--- config.mk ---
export PLATFORM = sky130hd
export DESIGN_NAME = prim_cmd_sequencer
export DESIGN_NICKNAME = d
export VERILOG_FILES = /design/src/rtl/prim_cmd_sequencer.sv
export SDC_FILE = /design/constraint.sdc
export NUM_CORES = 1
export LEC_CHECK = 0
export ABC_AREA = 1
export BUFFER_PORTS_ARGS = -buffer_cell sky130_fd_sc_hd__buf_2
export CORE_MARGIN = 2
export CORE_UTILIZATION = 47
export CTS_CLUSTER_SIZE = 14
export DETAILED_ROUTE_END_ITERATION = 8
export HOLD_SLACK_MARGIN = 0.06
export PLACE_DENSITY = 0.69
export SYNTH_ARGS = -nofsm -noshare
export SYNTH_HDL_FRONTEND = slang
export SYNTH_SLANG_ARGS = --single-unit
export TNS_END_PERCENT = 30
--- constraint.sdc ---
create_clock -name clk -period 4.03 [get_ports clk]
set_clock_uncertainty 0.1 [all_clocks]
set_input_delay 0.2015 -clock clk [delete_from_list [all_inputs] [get_ports clk]]
set_output_delay 0.2015 -clock clk [all_outputs]
set_load 0.05 [all_outputs]
--- src/rtl/prim_cmd_sequencer.sv ---
`default_nettype none
// ============================================================================
//  Module   : prim_cmd_sequencer
//  Purpose  : FIFO-buffered command sequencer between host register decode
//             and the primitive renderer. Issues one command per cycle and
//             holds issue from a start command (opcode 0xF) until the
//             renderer's busy has risen and fallen again.
//  Options  : PRIM_SEQ_STATS_EN - builds the 16-bit completed-draw counter
//             driving lines_done_o (tied to zero otherwise).
//  Revision : 1.0 - initial release
// ============================================================================
module prim_cmd_sequencer #(
    parameter int DEPTH         = 16,
    parameter int START_TIMEOUT = 4
) (
    input  logic                     clk,
    input  logic                     reset_n_i,
    input  logic [15:0]              host_cmd_i,
    input  logic                     host_cmd_valid_i,
    output logic                     host_cmd_ready_o,
    input  logic                     clear_i,
    output logic [15:0]              cmd_o,
    output logic                     cmd_valid_o,
    input  logic                     rndr_busy_i,
    output logic [$clog2(DEPTH):0]   fifo_level_o,
    output logic                     overflow_o,
    output logic                     timeout_o,
    output logic                     idle_o,
    output logic [15:0]              lines_done_o
);

    localparam int               c_AW        = $clog2(DEPTH);
    localparam int               c_TW        = $clog2(START_TIMEOUT + 1) + 1;
    localparam logic [c_AW:0]    c_FULL      = (c_AW + 1)'(DEPTH);
    localparam logic [c_AW:0]    c_LVL_ONE   = (c_AW + 1)'(1);
    localparam logic [c_TW-1:0]  c_TIMER_ONE = c_TW'(1);
    localparam logic [3:0]       c_OP_START  = 4'hF;

    typedef enum logic [1:0] {
        S_IDLE       = 2'd0,
        S_ISSUE      = 2'd1,
        S_START_WAIT = 2'd2,
        S_DRAW_WAIT  = 2'd3
    } state_t;

    logic [15:0]      r_mem [DEPTH];
    logic [c_AW-1:0]  r_wptr;
    logic [c_AW-1:0]  r_rptr;
    logic [c_AW:0]    r_level;
    state_t           r_state;
    state_t           w_state_nxt;
    logic [c_TW-1:0]  r_timer;
    logic [c_TW-1:0]  w_timer_nxt;
    logic [15:0]      r_cmd;
    logic             r_cmd_valid;
    logic             r_ready;
    logic             r_overflow;
    logic             r_timeout;
    logic             r_idle;

    logic             w_empty;
    logic             w_full;
    logic             w_push;
    logic             w_pop;
    logic             w_can_issue;
    logic             w_set_timeout;
    logic             w_timer_hit;
    logic [c_AW:0]    w_level_nxt;

    assign w_empty     = (r_level == '0);
    assign w_full      = (r_level == c_FULL);
    assign w_push      = host_cmd_valid_i && !w_full && !clear_i;
    assign w_timer_hit = (int'(r_timer) + 1) >= START_TIMEOUT;

    // Issue gating and next-state; leaving DRAW_WAIT may pop in the same
    // cycle so the next command follows busy falling by exactly one cycle.
    always_comb begin
        w_state_nxt   = r_state;
        w_timer_nxt   = r_timer;
        w_can_issue   = 1'b0;
        w_set_timeout = 1'b0;
        case (r_state)
            S_IDLE:      w_can_issue = 1'b1;
            S_ISSUE:     w_can_issue = (r_cmd[15:12] != c_OP_START);
            S_DRAW_WAIT: w_can_issue = !rndr_busy_i;
            default:     w_can_issue = 1'b0;
        endcase
        w_pop = w_can_issue && !w_empty && !clear_i;
        case (r_state)
            S_IDLE: begin
                if (w_pop) w_state_nxt = S_ISSUE;
            end
            S_ISSUE: begin
                if (w_pop) begin
                    w_state_nxt = S_ISSUE;
                end else if (r_cmd[15:12] == c_OP_START) begin
                    w_state_nxt = S_START_WAIT;
                    w_timer_nxt = '0;
                end else begin
                    w_state_nxt = S_IDLE;
                end
            end
            S_START_WAIT: begin
                if (rndr_busy_i) begin
                    w_state_nxt = S_DRAW_WAIT;
                end else if (w_timer_hit) begin
                    w_set_timeout = 1'b1;
                    w_state_nxt   = S_IDLE;
                end else begin
                    w_timer_nxt = r_timer + c_TIMER_ONE;
                end
            end
            S_DRAW_WAIT: begin
                if (!rndr_busy_i) w_state_nxt = w_pop ? S_ISSUE : S_IDLE;
            end
            default: w_state_nxt = S_IDLE;
        endcase
        // A flush cannot abort a draw that is still running.
        if (clear_i && !(r_state == S_DRAW_WAIT && rndr_busy_i)) begin
            w_state_nxt   = S_IDLE;
            w_set_timeout = 1'b0;
        end
    end

    // Occupancy after this cycle's push/pop/flush.
    always_comb begin
        w_level_nxt = r_level;
        if (clear_i) begin
            w_level_nxt = '0;
        end else begin
            case ({w_push, w_pop})
                2'b10:   w_level_nxt = r_level + c_LVL_ONE;
                2'b01:   w_level_nxt = r_level - c_LVL_ONE;
                default: w_level_nxt = r_level;
            endcase
        end
    end

    // FIFO storage; no reset needed since occupancy is tracked separately.
    always_ff @(posedge clk) begin
        if (w_push) r_mem[r_wptr] <= host_cmd_i;
    end

    // State, pointers and all registered outputs.
    always_ff @(posedge clk or negedge reset_n_i) begin
        if (!reset_n_i) begin
            r_state     <= S_IDLE;
            r_timer     <= '0;
            r_wptr      <= '0;
            r_rptr      <= '0;
            r_level     <= '0;
            r_cmd       <= '0;
            r_cmd_valid <= 1'b0;
            r_ready     <= 1'b1;
            r_overflow  <= 1'b0;
            r_timeout   <= 1'b0;
            r_idle      <= 1'b1;
        end else begin
            r_state     <= w_state_nxt;
            r_timer     <= w_timer_nxt;
            r_level     <= w_level_nxt;
            r_ready     <= (w_level_nxt != c_FULL);
            r_idle      <= (w_level_nxt == '0) && (w_state_nxt == S_IDLE) && !rndr_busy_i;
            r_cmd_valid <= w_pop;
            if (w_pop) r_cmd <= r_mem[r_rptr];
            if (clear_i) begin
                r_wptr <= '0;
                r_rptr <= '0;
            end else begin
                if (w_push) r_wptr <= r_wptr + 1'b1;
                if (w_pop)  r_rptr <= r_rptr + 1'b1;
            end
            if (clear_i)
                r_overflow <= 1'b0;
            else if (host_cmd_valid_i && w_full)
                r_overflow <= 1'b1;
            if (clear_i)
                r_timeout <= 1'b0;
            else if (w_set_timeout)
                r_timeout <= 1'b1;
        end
    end

    assign cmd_o            = r_cmd;
    assign cmd_valid_o      = r_cmd_valid;
    assign host_cmd_ready_o = r_ready;
    assign fifo_level_o     = r_level;
    assign overflow_o       = r_overflow;
    assign timeout_o        = r_timeout;
    assign idle_o           = r_idle;

`ifdef PRIM_SEQ_STATS_EN
    logic        w_draw_done;
    logic [15:0] r_lines;
    assign w_draw_done = (r_state == S_DRAW_WAIT) && !rndr_busy_i;

    // Completed-draw counter; survives clear_i, wraps at 16 bits.
    always_ff @(posedge clk or negedge reset_n_i) begin
        if (!reset_n_i)
            r_lines <= 16'd0;
        else if (w_draw_done)
            r_lines <= r_lines + 16'd1;
    end
    assign lines_done_o = r_lines;
`else
    assign lines_done_o = 16'd0;
`endif

endmodule
`default_nettype wire

==> results of run 1 <==
## final cells by class
cell class	instances	area (sq um)
clock buffer	35	769
clock inverter	20	236
fill	2159	11800
inverter	38	144
multi-input combinational	645	3090
sequential	296	8700
tap	335	419
timing repair buffer	93	651
## layer usage
| layer | vias to the layer above | track usage [%] | share of wire (%) |
|---|---|---|---|
| li1 | 3755 | - | - |
| met1 | 3906 | 28.4 | 44 |
| met2 | 284 | 31.5 | 47 |
| met3 | 45 | 3.54 | 6.8 |
| met4 | 0 | 5.60 | 2.4 |
| met5 | - | 0 | 0 |
## power breakdown
| part | internal, mW | leakage, nW | switching, mW |
|---|---|---|---|
| Clock | 1.68 | 0.491 | 1.13 |
| Sequential | 3.52 | 2.81 | 0.242 |
| Combinational | 0.685 | 1.80 | 1.79 |
## cell families (layout without fill, tap and decap cells)
kind of cell / after synthesis / in the layout / synth area share, %
AOI/OAI and AO/OA: 211 / 211 / 9.91
xor gates and xnor gates: 5 / 5 / 0.357
adders and majority gates: 10 / 10 / 1.02
buffers and inverters: 112 / 186 / 4.94
DFF: 296 / 296 / 70.8
other: 1 / 16 / 0.0305
and+or+nand+nor: 403 / 403 / 12.9
## worst paths after layout
path | slack [ns] | depth (start not counted) | from | endpoint
setup / recovery | 1.09 | 17 | fifo_level_o[2] | idle_o
hold / removal | 0.22 | 2 | reset_n_i | cmd_o[10]
setup reg to reg | 1.09 | 17 | fifo_level_o[2] | idle_o
hold reg to reg | 0.38 | 2 | cmd_o[11] | cmd_o[11]
max in group asynchronous | 2.92 | 2 | reset_n_i | r_rptr[0]
min in group clk | 0.38 | 2 | cmd_o[11] | cmd_o[11]
## layout by cell type, fill, tap and decap left out, types with 2 or more instances in the layout
master,instances
nand2_1,121
buf_4,24
nand4_1,2
bufinv_16,5
xnor2_1,2
xor2_1,3
inv_1,36
nor2_2,9
dfstp_2,2
clkbuf_1,5
o211ai_1,64
nand3_1,46
dlygate4sd3_1,22
ha_1,10
a21oi_1,10
edfxtp_1,256
clkinv_1,4
nor2_1,216
nor3_2,8
conb_1,16
clkbuf_16,30
dfrtp_4,2
clkinv_2,9
dfrtp_1,36
buf_2,46
o21ai_0,133
clkinvlp_4,2
o21ai_1,4
## sequential cells by signal (all words and copies together) (netlist names)
signal	cells
cmd_o	16
cmd_valid_o	1
fifo_level_o	5
host_cmd_ready_o	1
idle_o	1
overflow_o	1
r_mem	256
r_rptr	4
r_state	2
r_timer	4
r_wptr	4
timeout_o	1
## through the flow
step                setup slack [ns]  power (mW)  hold WS [ns]  instance area (sq um)  utilization [%]
floorplan                      0.950        5.69        -0.194                  12300                -
global placement                1.29        6.22         0.271                  12800             49.5
detailed placement              1.18        6.26         0.271                  12800             49.5
CTS                             1.11        9.09         0.238                  14000             54.2
global route                   0.769        9.50         0.288                  14000             54.2
finish                          1.09        9.05         0.218                  14000             54.2
## what timing repair did
action                                 in CTS  in global routing
endpoints found under the hold margin     308                  0
setup endpoints to repair                   0                  0
setup buffers                               0                  0
hold buffers                               22                  0
==> flow_metrics.tcl, run 1 <==
set metrics [dict create \
    status "finished clean" \
    rsz0062_at_grt "false" \
    layout-drive-gt1-share_pct 12.4 \
    ir_worst_vdd_mv 0.473 \
    synth_seq_cells 296 \
    rows 59 \
    cts_buffers 30 \
    core_area_sq_um 25800 \
    slowest_stage "dfrtp_1" \
    cts_resized 0 \
    wl_per_cell_um 19.0 \
    syn_inst 1038 \
    first_iter_violations 903 \
    clk_latency_ns 0.55 \
    initial_core_util_pct 47.5 \
    die_area_sq_um 27400 \
    crit_arrival_ns 3.31 \
    synthToLayoutAreaGrowth_pct 14.1 \
    cap_violations 0 \
    synth_area_sq_um 12300 \
    clkSinkCount 296 \
    cts_tree "built" \
    setup_viol 0 \
    antenna_found_initial 0 \
    grt_usage_pct 19.8 \
    vias_per_cell 5.47 \
    p_leak_nw 5.11 \
    hold_violations 0 \
    cts_root_buffer "clkbuf_16" \
    synthFlopType "edfxtp_1" \
    yosysMostFrequentCell "edfxtp_1" \
    dieHeight_um 166 \
    worst_pin_slew_ns 0.907 \
    grt_pass1_vias 7579 \
    synth_common_cells "edfxtp_1, nor2_1, o21ai_0, nand2_1, o211ai_1" \
    tns_ns 0 \
    synth_top_area_share_pct 62.6 \
    hpwl_mm 15.3 \
    worstHoldPathType "in -> async" \
    startpoint_type "flop" \
    grt_overflow 0 \
    final_nets 1135 \
    synth-edff-count 256 \
    antenna_cells 0 \
    numPortBuffers 46 \
    crit_fanout 6 \
    grt_pass1_wl_mm 42.7 \
    cpLargestDelayFamily "simple AND/OR/NAND/NOR gates" \
    path_common_cell "nand2_1" \
    async_flop_share_pct 13.5 \
    path_cells "inv_1 -> nand4_1 -> nand2_1 -> nor2_1 -> inv_1 -> ha_1 -> xor2_1 -> ha_1 -> inv_1 -> nand2_1 -> xor2_1 -> nand2_1 -> nand2_1 -> inv_1 -> nor2_1 -> nand2_1 -> nor2_1" \
    crit_path_end_kind "flop" \
    slew_viol_final 0 \
    ios 63 \
    grt_max_degree 72 \
    ys_types 26 \
    finalCritPeriodShare_pct 72.9 \
    critPathBufInv 4 \
    placedCellCount 1385 \
    htree_levels 1 \
    clkTransAtPathRegs_ns 0.06 \
    die_w_um 166 \
    min_period_ns 2.94 \
    powerDensity_nw_per_um2 646 \
    drc 0 \
    avgSynthCellArea_sq_um 11.8 \
    fmax_mhz 340 \
    ant_nets 0 \
    vias 7990 \
    final_cells 1462 \
    clockBufferDepth 3 \
    yosys-top-cells-area "edfxtp_1, dfrtp_1, nor2_1" \
    drt-pass1-iter-count 5 \
    yosysWarnings 0 \
    cpPeakStageDelay_ns 0.43 \
    ys_seq_area_share_pct 70.8 \
    gp_congestion 0.874 \
    cp.required_ns 4.40 \
    synth_top_area_cell "edfxtp_1" \
    wl_mm 27.7 \
    relSlewSlack_pct 39.5 \
    critPathKind "reg -> reg" \
]
Power figures use the tool's default switching activity.
==> run 2, diff against run 1 <==
- PLACE_DENSITY: 0.69 -> 0.71
- clock period: 4.03 -> 2.52 ns (I/O delays scaled with it)
==> flow_metrics.tcl, run 2 (synthesized netlist as in run 1, its figures left out) <==
set metrics [dict create \
    critPathKind "reg -> reg" \
    mostFrequentLayoutCell "edfxtp_1" \
    finalPower_mw 14.5 \
    slew_viol_final 0 \
    grt_max_degree 133 \
    ant_nets 0 \
    initial_core_util_pct 47.5 \
    wl_mm 27.7 \
    clockBufferDepth 3 \
    final_nets 1154 \
    vias 8079 \
    vias_per_cell 5.45 \
    synthToLayoutAreaGrowth_pct 16.2 \
    drc 0 \
    gp_congestion 0.825 \
    switchingPower_mw 5.08 \
    clk_latency_ns 0.54 \
    min_period_ns 2.39 \
    mostFrequentLayoutCells "edfxtp_1, nor2_1, o21ai_0" \
    drt-pass1-iter-count 5 \
    worst_pin_slew_ns 0.901 \
    crit_arrival_ns 2.76 \
    power_frac_clock_pct 29.2 \
    clkSinkCount 296 \
    rsz0062_at_grt "true" \
    ios 63 \
    grt_pass1_wl_mm 43.0 \
    placedCellCount 1398 \
    relSlewSlack_pct 39.9 \
    worstHoldPathType "in -> async" \
    ir_worst_vdd_mv 0.674 \
    final_util_pct 55.2 \
    hpwl_mm 15.8 \
    first_iter_violations 897 \
    placed_area_sq_um 13000 \
    cap_violations 0 \
    core_area_sq_um 25800 \
    die_area_sq_um 27400 \
    grt_pass1_vias 7640 \
    layout-drive-gt1-share_pct 16.1 \
    cts_buffers 30 \
    final_cells 1482 \
    antenna_found_initial 1 \
    cts_root_buffer "clkbuf_16" \
    fillers 2045 \
    sw_frac_of_total_pct 35.1 \
    dieHeight_um 166 \
    top_register "r_mem" \
    numPortBuffers 46 \
    p_leak_nw 5.21 \
    largest_reg_flops 256 \
    crit_path_end_kind "flop" \
    hold_violations 0 \
    cp.required_ns 2.88 \
    setup_viol 0 \
    rows 59 \
    crit_fanout 4 \
    powerDensity_nw_per_um2 1020 \
    p_seq_share_pct 40.3 \
    startpoint_type "flop" \
    status "finished clean" \
    die_w_um 166 \
    final_area_sq_um 14300 \
    finalCritPeriodShare_pct 95.0 \
    clkTransAtPathRegs_ns 0.06 \
    p_int_mw 9.41 \
    wl_per_cell_um 18.7 \
    grt_overflow 0 \
    htree_levels 1 \
    fmax_mhz 418 \
    pwr-share-comb_pct 30.5 \
    grt_usage_pct 19.8 \
    cts_tree "built" \
]
[run 2: final cells by class]
class / count / area, sq um / area share (%)
antenna: 1 / 2.50 / 0.0175
clock inverter: 16 / 125 / 0.877
multi-input combinational: 645 / 3180 / 22.3
clock buffer: 39 / 826 / 5.79
tap: 335 / 419 / 2.94
sequential: 296 / 8710 / 61.0
inverter: 38 / 144 / 1.01
timing repair buffer: 112 / 860 / 6.02
[run 2: path summary, 6_finish.rpt]
kind | start | to | slack [ns] | cells after the start
worst max-delay path | fifo_level_o[0] | host_cmd_ready_o | 0.13 | 17
max in group asynchronous | reset_n_i | r_rptr[1] | 1.49 | 2
min in group clk | cmd_o[2] | cmd_o[2] | 0.38 | 2
worst max register to register | fifo_level_o[0] | host_cmd_ready_o | 0.13 | 17
worst min-delay path | reset_n_i | fifo_level_o[2] | 0.15 | 2
worst min register to register | cmd_o[2] | cmd_o[2] | 0.38 | 2
[run 2: metrics by stage]
step / worst slack (ns) / hold slack [ns] / TNS (ns)
floorplan: -0.119 / -0.270 / -3.84
global placement: 0.169 / 0.211 / 0
detailed placement: 0.0703 / 0.213 / 0
CTS: 0.0385 / 0.175 / 0
global route: -0.0538 / 0.238 / -0.0885
finish: 0.127 / 0.149 / 0
[run 2: what timing repair did]
item | CTS | global route
hold buffers | 22 | 0
resized for setup | 0 | 15
endpoints found under the setup margin | 0 | 3
endpoints found under the hold margin | 311 | 0
setup buffers | 0 | 6
[run 2: layer usage]
layer	up-vias	part of all wire [%]	global-route usage [%]
met5	-	0	0
met4	0	2.9	7.26
met3	57	7.2	2.41
met2	317	47	31.7
met1	3908	43	28.3
li1	3797	-	-
[run 2: power by group through the flow]
stage / Combinational (mW) / Sequential [mW] / Clock [mW]
after floorplan: 2.65 / 6.52 / 0
after global placement: 4.19 / 5.93 / 0
after detailed placement: 4.26 / 5.94 / 0
after CTS: 4.31 / 5.85 / 4.30
after global routing: 4.88 / 5.89 / 4.48
final: 4.42 / 5.84 / 4.23
[run 2: worst max-delay path, cell delays in order (launching register included)]
cell and delay [ns]:
dfrtp_2 0.44, nor2_4 0.11, nand4_1 0.15, nand2_2 0.15
nor2_4 0.04, inv_2 0.09, ha_4 0.16, xor2_2 0.17
ha_2 0.19, inv_2 0.03, nand2_2 0.07, nand3_1 0.10
nand3_1 0.10, nand2_1 0.06, nand2_1 0.09, nand2_1 0.08
nor2_2 0.10, nand3_1 0.08
